## src/rtl/pa_core_trap_ctrl_pkg.sv

```systemverilog
// ---------------------------------------------------------------------------
// pa_core_trap_ctrl_pkg
// Shared constants for the machine-mode trap controller:
//   - machine CSR addresses
//   - mstatus bit positions (MIE, MPIE, MPP)
//   - interrupt cause codes
//   - trap FSM state encoding (3 bit)
// ---------------------------------------------------------------------------
package pa_core_trap_ctrl_pkg;

  // Machine-mode CSR addresses
  localparam logic [11:0] CSR_MSTATUS = 12'h300;
  localparam logic [11:0] CSR_MTVEC   = 12'h305;
  localparam logic [11:0] CSR_MSCRATCH = 12'h340;
  localparam logic [11:0] CSR_MEPC    = 12'h341;
  localparam logic [11:0] CSR_MCAUSE  = 12'h342;
  localparam logic [11:0] CSR_MTVAL   = 12'h343;

  // mstatus bit positions
  localparam int MSTATUS_MIE    = 3;
  localparam int MSTATUS_MPIE   = 7;
  localparam int MSTATUS_MPP_LO = 11;
  localparam int MSTATUS_MPP_HI = 12;

  // Interrupt cause values (bit 31 marks an interrupt)
  localparam logic [31:0] CAUSE_M_EXT = 32'h8000_000B;
  localparam logic [31:0] CAUSE_M_TMR = 32'h8000_0007;

  typedef enum logic [2:0] {
    ST_IDLE       = 3'd0,
    ST_WR_MEPC    = 3'd1,
    ST_WR_MCAUSE  = 3'd2,
    ST_WR_MTVAL   = 3'd3,
    ST_WR_MSTATUS = 3'd4,
    ST_MRET       = 3'd5,
    ST_JUMP       = 3'd6
  } trap_state_e;

endpackage

```

## src/rtl/pa_core_trap_ctrl.sv

```systemverilog
// ---------------------------------------------------------------------------
// pa_core_trap_ctrl
// Sequences the machine-mode CSR file on trap entry (exception / interrupt)
// and MRET, and arbitrates the single CSR write port between the EX-stage
// CSR instruction and its own trap sequence.
//
// Ports:
//   clk_i, rst_n_i            clock, async active-low reset
//   exc_vld_i/cause/tval      synchronous exception from EX
//   ex_pc_i                   PC of the instruction in EX
//   irq_ext_i, irq_tmr_i      level interrupts (external beats timer)
//   mret_i                    MRET in EX
//   inst_csr_we/waddr/wdata   CSR instruction write request
//   csr_mtvec/mepc/mstatus_i  current CSR file values
//   csr_waddr/_vld/wdata_o    CSR file write port
//   hold_o                    pipeline stall / fetch suppress
//   jump_o, jump_addr_o       one-cycle redirect strobe and target
//
// State | meaning
//   IDLE       | accept exception > interrupt > MRET > CSR instruction write
//   WR_MEPC    | write mepc  <- epc & ~3
//   WR_MCAUSE  | write mcause <- latched cause
//   WR_MTVAL   | write mtval <- latched tval
//   WR_MSTATUS | write mstatus with trap-entry stacking of MIE
//   MRET       | write mstatus with MRET unstacking of MPIE
//   JUMP       | redirect strobe to mtvec (trap) or mepc (MRET)
// ---------------------------------------------------------------------------
module pa_core_trap_ctrl
  import pa_core_trap_ctrl_pkg::*;
#(
  parameter int DATA_W = 32,
  parameter int CSR_AW = 12
) (
  input  logic              clk_i,
  input  logic              rst_n_i,
  input  logic              exc_vld_i,
  input  logic [3:0]        exc_cause_i,
  input  logic [DATA_W-1:0] exc_tval_i,
  input  logic [DATA_W-1:0] ex_pc_i,
  input  logic              irq_ext_i,
  input  logic              irq_tmr_i,
  input  logic              mret_i,
  input  logic              inst_csr_we_i,
  input  logic [CSR_AW-1:0] inst_csr_waddr_i,
  input  logic [DATA_W-1:0] inst_csr_wdata_i,
  input  logic [DATA_W-1:0] csr_mtvec_i,
  input  logic [DATA_W-1:0] csr_mepc_i,
  input  logic [DATA_W-1:0] csr_mstatus_i,
  output logic [CSR_AW-1:0] csr_waddr_o,
  output logic              csr_waddr_vld_o,
  output logic [DATA_W-1:0] csr_wdata_o,
  output logic              hold_o,
  output logic              jump_o,
  output logic [DATA_W-1:0] jump_addr_o
);

  trap_state_e       state_q;
  logic [DATA_W-1:0] cause_q;
  logic [DATA_W-1:0] tval_q;

  // Registered outputs for the sequencing states; IDLE overlays
  // combinational hold and instruction pass-through on top of these.
  logic              csr_wvld_q;
  logic [CSR_AW-1:0] csr_waddr_q;
  logic [DATA_W-1:0] csr_wdata_q;
  logic              hold_q;
  logic              jump_q;
  logic [DATA_W-1:0] jump_addr_q;

  logic              irq_take;
  logic              trap_take;
  logic              is_idle;
  logic              inst_pass;
  logic [DATA_W-1:0] trap_cause;
  logic [DATA_W-1:0] trap_target;

  function automatic logic [DATA_W-1:0] trap_mstatus(input logic [DATA_W-1:0] ms);
    logic [DATA_W-1:0] r;
    r = ms;
    r[MSTATUS_MPIE] = ms[MSTATUS_MIE];
    r[MSTATUS_MIE]  = 1'b0;
    r[MSTATUS_MPP_HI:MSTATUS_MPP_LO] = 2'b11;
    return r;
  endfunction

  function automatic logic [DATA_W-1:0] mret_mstatus(input logic [DATA_W-1:0] ms);
    logic [DATA_W-1:0] r;
    r = ms;
    r[MSTATUS_MIE]  = ms[MSTATUS_MPIE];
    r[MSTATUS_MPIE] = 1'b1;
    r[MSTATUS_MPP_HI:MSTATUS_MPP_LO] = 2'b11;
    return r;
  endfunction

  assign irq_take  = csr_mstatus_i[MSTATUS_MIE] & (irq_ext_i | irq_tmr_i);
  assign trap_take = exc_vld_i | irq_take;

  always_comb begin
    trap_cause = DATA_W'(CAUSE_M_TMR);
    if (exc_vld_i)      trap_cause = DATA_W'(exc_cause_i);
    else if (irq_ext_i) trap_cause = DATA_W'(CAUSE_M_EXT);
  end

  // Vectored mode only applies to interrupts; offset wraps mod 2^DATA_W.
  always_comb begin
    trap_target = {csr_mtvec_i[DATA_W-1:2], 2'b00};
    if (csr_mtvec_i[1:0] == 2'b01 && cause_q[DATA_W-1])
      trap_target = trap_target + DATA_W'({cause_q[3:0], 2'b00});
  end

  always_ff @(posedge clk_i or negedge rst_n_i) begin
    if (!rst_n_i) begin
      state_q     <= ST_IDLE;
      cause_q     <= '0;
      tval_q      <= '0;
      csr_wvld_q  <= 1'b0;
      csr_waddr_q <= '0;
      csr_wdata_q <= '0;
      hold_q      <= 1'b0;
      jump_q      <= 1'b0;
      jump_addr_q <= '0;
    end else begin
      csr_wvld_q  <= 1'b0;
      csr_waddr_q <= '0;
      csr_wdata_q <= '0;
      hold_q      <= 1'b0;
      jump_q      <= 1'b0;
      jump_addr_q <= '0;
      unique case (state_q)
        ST_IDLE: begin
          if (trap_take) begin
            state_q     <= ST_WR_MEPC;
            cause_q     <= trap_cause;
            tval_q      <= exc_vld_i ? exc_tval_i : '0;
            hold_q      <= 1'b1;
            csr_wvld_q  <= 1'b1;
            csr_waddr_q <= CSR_AW'(CSR_MEPC);
            csr_wdata_q <= {ex_pc_i[DATA_W-1:2], 2'b00};
          end else if (mret_i) begin
            state_q     <= ST_MRET;
            hold_q      <= 1'b1;
            csr_wvld_q  <= 1'b1;
            csr_waddr_q <= CSR_AW'(CSR_MSTATUS);
            csr_wdata_q <= mret_mstatus(csr_mstatus_i);
          end
        end
        ST_WR_MEPC: begin
          state_q     <= ST_WR_MCAUSE;
          hold_q      <= 1'b1;
          csr_wvld_q  <= 1'b1;
          csr_waddr_q <= CSR_AW'(CSR_MCAUSE);
          csr_wdata_q <= cause_q;
        end
        ST_WR_MCAUSE: begin
          state_q     <= ST_WR_MTVAL;
          hold_q      <= 1'b1;
          csr_wvld_q  <= 1'b1;
          csr_waddr_q <= CSR_AW'(CSR_MTVAL);
          csr_wdata_q <= tval_q;
        end
        ST_WR_MTVAL: begin
          // mstatus is stable while held, so sampling it a cycle early is safe
          state_q     <= ST_WR_MSTATUS;
          hold_q      <= 1'b1;
          csr_wvld_q  <= 1'b1;
          csr_waddr_q <= CSR_AW'(CSR_MSTATUS);
          csr_wdata_q <= trap_mstatus(csr_mstatus_i);
        end
        ST_WR_MSTATUS: begin
          state_q     <= ST_JUMP;
          hold_q      <= 1'b1;
          jump_q      <= 1'b1;
          jump_addr_q <= trap_target;
        end
        ST_MRET: begin
          state_q     <= ST_JUMP;
          hold_q      <= 1'b1;
          jump_q      <= 1'b1;
          jump_addr_q <= csr_mepc_i;
        end
        ST_JUMP: begin
          state_q <= ST_IDLE;
        end
        default: begin
          state_q <= ST_IDLE;
        end
      endcase
    end
  end

  assign is_idle   = (state_q == ST_IDLE);
  assign inst_pass = is_idle & inst_csr_we_i & ~(trap_take | mret_i);

  assign hold_o          = hold_q | (is_idle & (trap_take | mret_i));
  assign csr_waddr_vld_o = csr_wvld_q | inst_pass;
  assign csr_waddr_o     = inst_pass ? inst_csr_waddr_i : csr_waddr_q;
  assign csr_wdata_o     = inst_pass ? inst_csr_wdata_i : csr_wdata_q;
  assign jump_o          = jump_q;
  assign jump_addr_o     = jump_addr_q;

endmodule

```

## config.mk

```make
export PLATFORM = sky130hd
export DESIGN_NAME = pa_core_trap_ctrl
export DESIGN_NICKNAME = d
export VERILOG_FILES = /design/src/rtl/pa_core_trap_ctrl_pkg.sv /design/src/rtl/pa_core_trap_ctrl.sv
export SDC_FILE = /design/constraint.sdc
export NUM_CORES = 1
export LEC_CHECK = 0
export BUFFER_PORTS_ARGS = -buffer_cell sky130_fd_sc_hd__buf_2
export CAP_MARGIN = 5
export CORE_AREA = 2 2 113 115
export DETAILED_ROUTE_END_ITERATION = 8
export DIE_AREA = 0 0 115 117
export GPL_ROUTABILITY_DRIVEN = 0
export PLACE_DENSITY = 0.77
export SETUP_SLACK_MARGIN = 0.4
export SLEW_MARGIN = 20
export SYNTH_ARGS = -nofsm -noshare
export SYNTH_HDL_FRONTEND = slang
export SYNTH_SLANG_ARGS = --single-unit
```

## constraint.sdc

```tcl
create_clock -name clk_i -period 3.24 [get_ports clk_i]
set_clock_uncertainty 0.1 [all_clocks]
set_input_delay 0.324 -clock clk_i [delete_from_list [all_inputs] [get_ports clk_i]]
set_output_delay 0.324 -clock clk_i [all_outputs]
set_load 0.005 [all_outputs]
```

==> key figures <==
Outcome
  • Status: complete, but fails checks
  • Failing checks: design-rule violations

Route
  • Post-route DRC: 1
  • Vias per inst: 5.66
  • Via count: 5,407
  • DRT Pass-1 Iters: 9
  • Total routed wirelength: 18,000 um
  • ANT nets after route: 0
  • Post-DR wirelength/cell: 18.8 um
  • Violation count after the first detailed-routing iteration: 421

STA
  • Max Clk Rate: 371 MHz
  • Final min period: 2690 ps
  • Slew HR: 44.3%
  • Hold WS: 77.3 ps
  • Setup violations, final: 0
  • Setup TNS: 0 ps
  • Unrepaired setup endpoints after global routing: no
  • Slew @ Worst Pin: 828 ps
  • Slew Viols, Final: 0
  • Final Hold Vio Count: 0
  • Fin crit share: 83.1%

Min path
  • Worst Hold End: tval_q[16]
  • Hold Path Class: input pin to register
  • WHS Path Cells: 2
  • Hold wc startpoint: exc_tval_i[16]

Clocking
  • H-tree depth: 3
  • Worst skew pair latency: 360 ps
  • Bufs on Longest Clock Path: 2
  • CTS tree: built
  • Post-CTS sizing: 0
  • Setup Buffers After CTS: 0
  • Clk sinks: 111
  • CTS Buf Count: 9
  • Clock root cell: clkbuf_16
  • Clock-pin slew on the worst setup and hold paths: 80 ps

Job
  • Max-cap viol count: 0

Synthesis
  • Synth Cell Area: 5540 um^2
  • Netlist cell types: 54
  • Dominant synthesized flop cell: dfrtp_1
  • Cells after synthesis: 523
  • Post-Syn Nets: 743
  • Syn Area/Cell: 10.6 um^2
  • Asr flop ratio synth: 100%
  • Post-synthesis sequential area ratio: 50.1%
  • Yosys warnings: 0
  • Seq cells post-synth: 111
  • Post-synth EDFFs: 0

Finish
  • Most frequent cells in the layout: buf_2 (288), dfrtp_1 (111), mux2_2 (40)
  • Layout area overhead: 34.4%
  • Fraction of layout cells with a size suffix above 1: 46.0%
  • Fill count: 1,051
  • Fin nets: 1,018
  • Commonest non-fill, non-tap cell in the layout: buf_2

Critical path
  • FF-to-FF path depth: 6
  • CP arrival: 2270 ps
  • Startpoint types: register
  • WP data required: 2820 ps
  • Worst setup path startpoint: state_q[2]
  • Reg2Reg Setup Slack: 640 ps
  • Crit path kind: register to output port
  • Critical Path End Type: output port
  • Worst R2R End: jump_addr_o[23]
  • Crit path max fanout: 45
  • Reg2reg start: cause_q[1]

Placed design
  • DPL Wire Length: 13,700 um
  • Number of port buffers: 289

Die
  • Die area: 13,500 um^2
  • Num rows: 41
  • IO Pins: 294
  • Core area: 12,300 um^2
  • Starting Density: 45.0%
  • Chip height: 117 um
  • Die Width: 115 um

Power and ir drop
  • Cell area power density: 748 nW/um^2
  • P_leak: 3.92 nW
  • Peak VDD IR: 341 uV

Global route
  • Global-route wire length before repair: 26,300 um
  • Initial antenna violation count: 2
  • Vias in the first global route: 5,186
  • GRT Overall Usage: 25.6%
  • Gr ovfl total: 0
  • Largest net degree at the start of global routing: 81
[cells in the mapped netlist, drive strengths merged (7+ instances only)]
cell type / number / area (um^2)
xnor2: 18 / 158
o21ai: 30 / 150
nand4: 7 / 56.3
nand2: 30 / 120
and2: 9 / 56.3
mux2: 40 / 450
a22o: 32 / 280
dfrtp: 111 / 2780
a222oi: 24 / 240
clkbuf: 32 / 120
nor4: 7 / 43.8
nor2: 24 / 90.1
a21oi: 32 / 160
buf: 7 / 36.3
inv: 30 / 113
nor3: 9 / 45.0
[sequential cells by signal, indices dropped and copies added, names as in the netlist]
register / cells
jump_o: 1
csr_waddr_q: 4
hold_q: 1
cause_q: 5
csr_wdata_q: 32
state_q: 3
tval_q: 32
csr_wvld_q: 1
jump_addr_o: 32
[layer usage]
layer	up-vias	share of wire [%]	GRT usage (%)
li1	2505	-	-
met1	2570	40	32.7
met2	290	49	41.8
met3	42	8.0	5.66
met4	0	3.1	12.1
met5	-	0	0
[per-stage QoR]
step	area (um^2)	instances	power [mW]	util [%]	worst slack, ps
floorplan	5540	523	3.57	-	994
global placement	7160	936	4.42	58.2	680
detailed placement	7160	936	4.52	58.2	625
CTS	7440	953	5.59	60.5	560
global route	7450	954	5.96	60.5	403
finish	7450	955	5.57	60.5	548
[worst max-delay path, cell delays in order, from the launching register on]
cell and delay, ps:
dfrtp_1 590, nor3_1 310, and3_2 240, buf_12 230, mux2_2 380, buf_2 130
[cell type report]
class,instances,area (um^2),share of cell area (%)
Tap cell,150,188,2.52
Multi-Input combinational cell,343,2510,33.7
Clock inverter,7,48.8,0.655
Timing Repair Buffer,303,1580,21.2
Antenna cell,2,5.00,0.0672
Sequential cell,111,2780,37.3
Inverter,30,113,1.51
Clock buffer,9,225,3.02
[repair_timing]
| item | in CTS | in global routing |
|---|---|---|
| hold buffers | 1 | 0 |
| endpoints found under the hold margin | 31 | 0 |
| setup endpoints to repair | 0 | 0 |
[power breakdown]
part | switching, mW | internal, mW
logic | 1.28 | 1.08
registers | 0.273 | 1.90
clock network | 0.526 | 0.524
total | 2.08 | 3.50
[kinds of logic (layout without fill, tap and decap cells)]
logic type | after synthesis | in the layout | synth area share (%)
and+or+nand+nor | 125 | 125 | 12.4
AOI/OAI and AO/OA | 152 | 152 | 19.9
other | 0 | 2 | 0
xor gates and xnor gates | 18 | 18 | 2.84
muxes | 43 | 43 | 8.67
DFF | 111 | 111 | 50.1
adders and majority gates | 5 | 5 | 1.26
buffers and inverters | 69 | 349 | 4.85
[how the worst max path moves through the flow]
stage | end | slack, ps | cells past startpoint
2_1_floorplan | jump_addr_o[24] | 990 | 8
3_3_place_gp | jump_addr_o[23] | 680 | 7
3_5_place_dp | jump_addr_o[23] | 620 | 7
4_1_cts | csr_wdata_o[18] | 560 | 5
5_1_grt | csr_wdata_o[18] | 400 | 5
6_report | csr_wdata_o[18] | 550 | 5
(Power assumes the default switching activity.)
